[src/rtl/vga_scan_ctrl_pkg.sv]
// Shared timing constants, flag bundle and helpers for the VGA raster generator.
// The VGA_* constants are the 640x480@60 defaults used by vga_scan_ctrl.
package vga_scan_ctrl_pkg;

   localparam int VGA_H_ACTIVE    = 640;
   localparam int VGA_H_FP        = 16;
   localparam int VGA_H_SYNC      = 96;
   localparam int VGA_H_BP        = 48;
   localparam int VGA_V_ACTIVE    = 480;
   localparam int VGA_V_FP        = 10;
   localparam int VGA_V_SYNC      = 2;
   localparam int VGA_V_BP        = 33;
   localparam int VGA_CLK_DIV     = 4;
   localparam int VGA_PIX_LATENCY = 2;

   localparam int CNT_W = 10;   // scan counter width, totals up to 1024

   // Per-pixel timing flags carried down the alignment pipe.
   typedef struct packed {
      logic active;
      logic hs;
      logic vs;
   } scan_flags_t;

   // Half-open window test lo <= v < hi. One extra bit so hi may reach 1024.
   function automatic logic in_window(input logic [CNT_W:0] v,
                                      input logic [CNT_W:0] lo,
                                      input logic [CNT_W:0] hi);
      return (v >= lo) && (v < hi);
   endfunction

endpackage

[src/rtl/sync_delay_line.sv]
// Enable-gated shift register used to realign timing flags with the pixel path.
// Ports:
//   clk  - system clock
//   rst  - asynchronous active-low reset; all stages load RST_VAL
//   en   - advance one stage (pixel tick)
//   d    - stage-0 input
//   q    - output DEPTH ticks later (DEPTH=0: q follows d combinationally)
module sync_delay_line #(
   parameter int                DEPTH   = 2,
   parameter int                WIDTH   = 3,
   parameter logic [WIDTH-1:0]  RST_VAL = '0
) (
   input  logic             clk,
   input  logic             rst,
   input  logic             en,
   input  logic [WIDTH-1:0] d,
   output logic [WIDTH-1:0] q
);

   generate
      if (DEPTH == 0) begin : g_pass
         logic unused_ok;
         assign unused_ok = &{1'b0, clk, rst, en};
         assign q = d;
      end else begin : g_pipe
         logic [DEPTH-1:0][WIDTH-1:0] pipe;

         always_ff @(posedge clk or negedge rst) begin
            if (!rst) begin
               for (int i = 0; i < DEPTH; i++) pipe[i] <= RST_VAL;
            end else if (en) begin
               pipe[0] <= d;
               for (int i = 1; i < DEPTH; i++) pipe[i] <= pipe[i-1];
            end
         end

         assign q = pipe[DEPTH-1];
      end
   endgenerate

endmodule

[src/rtl/vga_scan_ctrl.sv]
// VGA raster generator. Produces scan coordinates for the display sub-top,
// takes back the pixel colour it computes, and drives the VGA pins with
// HS/VS/blanking delayed to match that path's pixel latency.
// Ports:
//   clk, rst        - clock, asynchronous active-low reset
//   disp_value_RGB  - returned pixel colour {R,G,B} (4 bits each)
//   in_disp_area    - returned pixel lies inside the map area
//   scan_x, scan_y  - raw raster counters
//   pix_en          - one-clk pixel tick
//   frame_start     - one-clk pulse after the counters move to (0,0)
//   hs, vs          - latency-aligned syncs
//   r, g, b         - registered colour outputs
module vga_scan_ctrl
   import vga_scan_ctrl_pkg::*;
#(
   parameter int   H_ACTIVE    = VGA_H_ACTIVE,
   parameter int   H_FP        = VGA_H_FP,
   parameter int   H_SYNC      = VGA_H_SYNC,
   parameter int   H_BP        = VGA_H_BP,
   parameter int   V_ACTIVE    = VGA_V_ACTIVE,
   parameter int   V_FP        = VGA_V_FP,
   parameter int   V_SYNC      = VGA_V_SYNC,
   parameter int   V_BP        = VGA_V_BP,
   parameter int   CLK_DIV     = VGA_CLK_DIV,
   parameter int   PIX_LATENCY = VGA_PIX_LATENCY,
   parameter logic SYNC_ACTIVE = 1'b0
) (
   input  logic             clk,
   input  logic             rst,
   input  logic [11:0]      disp_value_RGB,
   input  logic             in_disp_area,
   output logic [CNT_W-1:0] scan_x,
   output logic [CNT_W-1:0] scan_y,
   output logic             pix_en,
   output logic             frame_start,
   output logic             hs,
   output logic             vs,
   output logic [3:0]       r,
   output logic [3:0]       g,
   output logic [3:0]       b
);

   localparam int H_TOTAL = H_ACTIVE + H_FP + H_SYNC + H_BP;
   localparam int V_TOTAL = V_ACTIVE + V_FP + V_SYNC + V_BP;

   generate
      if (H_TOTAL > 1024 || V_TOTAL > 1024 || CLK_DIV < 1 || PIX_LATENCY < 0) begin : g_bad_param
         $error("vga_scan_ctrl: illegal timing parameters");
      end
   endgenerate

   localparam logic [CNT_W-1:0] H_LAST = CNT_W'(H_TOTAL - 1);
   localparam logic [CNT_W-1:0] V_LAST = CNT_W'(V_TOTAL - 1);
   localparam logic [CNT_W:0]   H_ACT  = (CNT_W+1)'(H_ACTIVE);
   localparam logic [CNT_W:0]   V_ACT  = (CNT_W+1)'(V_ACTIVE);
   localparam logic [CNT_W:0]   HS_LO  = (CNT_W+1)'(H_ACTIVE + H_FP);
   localparam logic [CNT_W:0]   HS_HI  = (CNT_W+1)'(H_ACTIVE + H_FP + H_SYNC);
   localparam logic [CNT_W:0]   VS_LO  = (CNT_W+1)'(V_ACTIVE + V_FP);
   localparam logic [CNT_W:0]   VS_HI  = (CNT_W+1)'(V_ACTIVE + V_FP + V_SYNC);

   localparam int               DIV_W    = (CLK_DIV > 1) ? $clog2(CLK_DIV) : 1;
   localparam logic [DIV_W-1:0] DIV_LAST = DIV_W'(CLK_DIV - 1);

   localparam scan_flags_t FLAGS_IDLE = '{active: 1'b0, hs: ~SYNC_ACTIVE, vs: ~SYNC_ACTIVE};

   // ---------------- pixel tick ----------------
   // pix_en is registered from the next divider value so it is low in reset
   // and, with CLK_DIV=1, goes high from the first clk after release.
   logic [DIV_W-1:0] div_cnt, div_nxt;

   always_comb begin
      div_nxt = (div_cnt == DIV_LAST) ? '0 : div_cnt + 1'b1;
   end

   always_ff @(posedge clk or negedge rst) begin
      if (!rst) begin
         div_cnt <= '0;
         pix_en  <= 1'b0;
      end else begin
         div_cnt <= div_nxt;
         pix_en  <= (div_nxt == DIV_LAST);
      end
   end

   // ---------------- raster counters ----------------
   // frame_start only fires on a real wrap to (0,0); the restart after reset
   // starts at (0,0) without passing through the wrap, so it never pulses.
   always_ff @(posedge clk or negedge rst) begin
      if (!rst) begin
         scan_x      <= '0;
         scan_y      <= '0;
         frame_start <= 1'b0;
      end else begin
         frame_start <= 1'b0;
         if (pix_en) begin
            if (scan_x == H_LAST) begin
               scan_x <= '0;
               if (scan_y == V_LAST) begin
                  scan_y      <= '0;
                  frame_start <= 1'b1;
               end else begin
                  scan_y <= scan_y + 1'b1;
               end
            end else begin
               scan_x <= scan_x + 1'b1;
            end
         end
      end
   end

   // ---------------- stage-0 flags and alignment ----------------
   scan_flags_t raw, dly;

   always_comb begin
      raw.active = ({1'b0, scan_x} < H_ACT) && ({1'b0, scan_y} < V_ACT);
      raw.hs     = in_window({1'b0, scan_x}, HS_LO, HS_HI) ? SYNC_ACTIVE : ~SYNC_ACTIVE;
      raw.vs     = in_window({1'b0, scan_y}, VS_LO, VS_HI) ? SYNC_ACTIVE : ~SYNC_ACTIVE;
   end

   sync_delay_line #(
      .DEPTH   (PIX_LATENCY),
      .WIDTH   (3),
      .RST_VAL (FLAGS_IDLE)
   ) u_flag_dly (
      .clk (clk),
      .rst (rst),
      .en  (pix_en),
      .d   (raw),
      .q   (dly)
   );

   // ---------------- output registers ----------------
   // All pins update only on pix_en, so they can only change in the clk
   // after a tick; blanking forces black outside the visible area.
   logic [11:0] rgb;

   always_ff @(posedge clk or negedge rst) begin
      if (!rst) begin
         hs  <= ~SYNC_ACTIVE;
         vs  <= ~SYNC_ACTIVE;
         rgb <= 12'h000;
      end else if (pix_en) begin
         hs  <= dly.hs;
         vs  <= dly.vs;
         rgb <= (dly.active && in_disp_area) ? disp_value_RGB : 12'h000;
      end
   end

   assign r = rgb[11:8];
   assign g = rgb[7:4];
   assign b = rgb[3:0];

endmodule

[config.mk]
export PLATFORM = sky130hd
export DESIGN_NAME = vga_scan_ctrl
export DESIGN_NICKNAME = d
export VERILOG_FILES = /design/src/rtl/vga_scan_ctrl_pkg.sv /design/src/rtl/sync_delay_line.sv /design/src/rtl/vga_scan_ctrl.sv
export SDC_FILE = /design/constraint.sdc
export NUM_CORES = 1
export LEC_CHECK = 0
export ABC_AREA = 1
export BUFFER_PORTS_ARGS = -buffer_cell sky130_fd_sc_hd__buf_2
export CAP_MARGIN = 10
export CORE_MARGIN = 2
export CORE_UTILIZATION = 50
export DETAILED_ROUTE_END_ITERATION = 10
export GPL_TIMING_DRIVEN = 0
export PLACE_DENSITY = 0.73
export SLEW_MARGIN = 20
export SYNTH_ARGS = -nofsm -noshare
export SYNTH_HDL_FRONTEND = slang
export SYNTH_SLANG_ARGS = --single-unit
[constraint.sdc]
create_clock -name clk -period 3.02 [get_ports clk]
set_input_delay 0 -clock clk [delete_from_list [all_inputs] [get_ports clk]]
set_output_delay 0 -clock clk [all_outputs]
set_load 0.005 [all_outputs]
==> flow_metrics.py <==
metrics = {
    "setup_path": {
        "crit_path_start_kind": "flip-flop",
        "end_kind": "flip-flop",
        "required_ns": 3.19,
        "crit_type": "reg -> reg",
        "critPathMaxFanout": 8,
        "ff2ff_path_depth": 6,
        "arrival_ns": 1.84,
        "crit_path_start": "scan_y[0]",
        "ff2ff_setup_slack_ns": 1.35,
        "reg2reg_to": "frame_start",
        "r2r-start": "scan_y[0]",
    },
    "synthesis": {
        "ys_ff_latch": 44,
        "syn_inst": 260,
        "synth_nets": 281,
        "syn_area_sq_um": 2135,
        "ys.warnings.count": 0,
        "seq_area_frac_synth_pct": 51.93,
        "synth_cell_type_count": 27,
        "postSynthAreaPerCell_sq_um": 8.210,
    },
    "floorplan": {
        "start_util_pct": 52.61,
        "coreArea_sq_um": 4058,
        "row_count": 23,
        "die-area_sq_um": 4808,
        "die_h_um": 69.34,
        "io-pin-count": 51,
        "dieWidth_um": 69.34,
    },
    "cts": {
        "postCtsHoldBufs": 13,
        "htreeDepth": 2,
        "cts_setup_buffers": 0,
        "cts_buffer_depth": 2,
        "clk_pin_slew_worst_paths_ns": 0.08,
        "cts.sinks": 44,
        "cts_tree": "yes",
        "clk_latency_ns": 0.30,
        "post_cts_resized": 0,
        "cts-root-buf": "clkbuf_8",
        "cts_made_buffers": 5,
    },
    "placement": {
        "io_buffers": 50,
        "gp_congestion": 0.8340,
        "placed_area_sq_um": 2447,
        "dp_hpwl_um": 3206,
    },
    "sta": {
        "relSlewSlack_pct": 37.33,
        "hold_viol": 0,
        "finalCritPeriodShare_pct": 55.35,
        "period_minus_slack_ns": 1.672,
        "skew_ns": 0.005236,
        "worstMarginPinSlew_ns": 0.9401,
        "finalSetupViolations": 0,
        "max_clock_freq_ghz": 0.5983,
        "grt_setup_unrepaired": "false",
        "drv_slew": 0,
        "hold_slack_ns": 0.01524,
        "finalSetupTns_ns": 0,
    },
    "drt": {
        "drc": 0,
        "dr.pass1.iters": 4,
        "drt_wl_total_um": 4545,
        "vias": 1881,
        "ant_nets": 0,
        "viasPerCell": 4.937,
        "dr.first_iter.drc_count": 113,
        "wl_per_cell_um": 11.93,
    },
    "final_layout": {
        "syn2layout_area_growth_pct": 26.44,
        "final_nets": 351,
        "num_antenna_cells": 0,
        "fin_area_sq_um": 2699,
        "drive_above_1_share_pct": 22.96,
    },
    "global_routing": {
        "grt_pass1_vias": 1722,
        "antenna_found_initial": 0,
        "grt.busiest_layer": "met2",
        "grt_pass1_wl_um": 7866,
        "grt_usage_pct": 20.28,
        "grt_max_degree": 45,
        "grt-ovfl-total": 0,
        "met1_usage_pct": 27.53,
        "met2_usage_pct": 31.30,
        "grt_util_met3_pct": 5.523,
    },
    "pwr": {
        "switching_share_pct": 20.53,
        "power_frac_clock_pct": 42.1,
        "p_seq_share_pct": 53.4,
        "p_leak_nw": 1.346,
        "ir_drop_mv": 0.3159,
        "comb_power_share_pct": 4.5,
        "p_sw_uw": 230.9,
        "powerDensity_nw_per_um2": 416.7,
        "p_int_uw": 893.7,
    },
    "hold_path": {
        "hold_depth": 3,
        "hold_path.class": "in -> reg",
        "min-delay-start": "in_disp_area",
        "hold_path_end": "rgb[1]",
    },
    "run": {
        "max_cap_violations": 0,
    },
    "outcome": {
        "status": "completed",
    },
}
registers in the layout (all words and copies together), names as in the netlist:
signal and flops:
div_cnt 2, frame_start 1, hs 1, pix_en 1, rgb 12, scan_x 10
scan_y 10, u_flag_dly.g_pipe.pipe 3, u_flag_dly.q 3, vs 1
power groups by stage:
stage	Clock [mW]	Combinational, mW	Sequential [mW]
after floorplan	0	0.00745	0.614
after global placement	0	0.0380	0.612
after detailed placement	0	0.0386	0.612
after CTS	0.486	0.0514	0.601
after global routing	0.515	0.0572	0.602
final	0.473	0.0502	0.601
how the worst max path moves through the flow:
stage,end
after detailed placement,frame_start
after global routing,frame_start
after floorplan,scan_y[0]
final,frame_start
after CTS,frame_start
after global placement,frame_start
layout by cell type (no fill, tap or decap), types with 2 or more instances in the layout:
cell and count:
o21ai_1 6, clkbuf_8 6, nor4_1 2, nor2_4 2, ha_1 6, inv_2 3, or2_2 2, dlygate4sd3_1 13
nand2_1 78, inv_1 25, nand3_1 19, o21ai_0 20, nor2_1 28, dfstp_2 6, clkbuf_1 5, dfrtp_1 38
buf_2 50, nand4_1 6, xor2_1 3
cell usage after synthesis, drive strengths merged:
master	number	share of area [%]
or2	2	0.59
o21ai	26	6.1
dfrtp	38	45
nor4	2	0.59
clkbuf	5	0.88
nand3b	1	0.35
xnor2	1	0.41
ha	6	3.5
inv	28	4.9
nor3	1	0.23
nor2	31	6.3
a21oi	1	0.23
xor2	3	1.2
a31oi	1	0.29
nand3	19	4.5
nand2	79	14
buf	2	0.88
o21bai	1	0.35
nand4	7	2.8
dfstp	6	7.4
kinds of logic (layout without fill, tap and decap cells):
kind of cell             count (synthesis)  count (layout)  synth area share [%]
AO/OA/AOI/OAI                           29              29                 6.976
XOR/XNOR                                 4               4                 1.642
adder cells (fa/ha/maj)                  6               6                 3.517
buffers and inverters                   35             106                 6.682
flip-flops                              44              44                 51.93
AND/OR/NAND/NOR                        142             142                 29.25
final cells by class:
class                      instances  area [sq um]
multi-input combinational        181         883.3
fill                             341          1359
timing repair buffer              63         380.4
inverter                          28         105.1
sequential                        44          1109
tap                               50         62.56
buffer                             7         37.54
clock inverter                     2         38.79
clock buffer                       6         82.58
layer usage:
| metal | vias to the layer above | share of wire [%] |
|---|---|---|
| met4 | 0 | 1.4 |
| li1 | 968 | - |
| met3 | 5 | 5.4 |
| met2 | 55 | 45 |
| met1 | 853 | 48 |
| met5 | - | 0 |
critical path, cell delays in order (launching register included):
cell and delay (ns):
dfrtp_1 0.49, inv_1 0.15, ha_1 0.17, nand2_1 0.05, nor2_1 0.10, nand3b_1 0.24, nor4_1 0.35
metrics by stage:
stage / power, mW / instances / utilization (%) / setup slack [ns]
2_1_floorplan: 0.6211 / 260 / - / 1.712
3_3_place_gp: 0.6498 / 360 / 60.31 / 1.464
3_5_place_dp: 0.6509 / 360 / 60.31 / 1.373
4_1_cts: 1.138 / 381 / 66.51 / 1.345
5_1_grt: 1.174 / 381 / 66.51 / 1.121
6_report: 1.125 / 381 / 66.51 / 1.348
No activity file was read; power rests on OpenSTA's default activity.
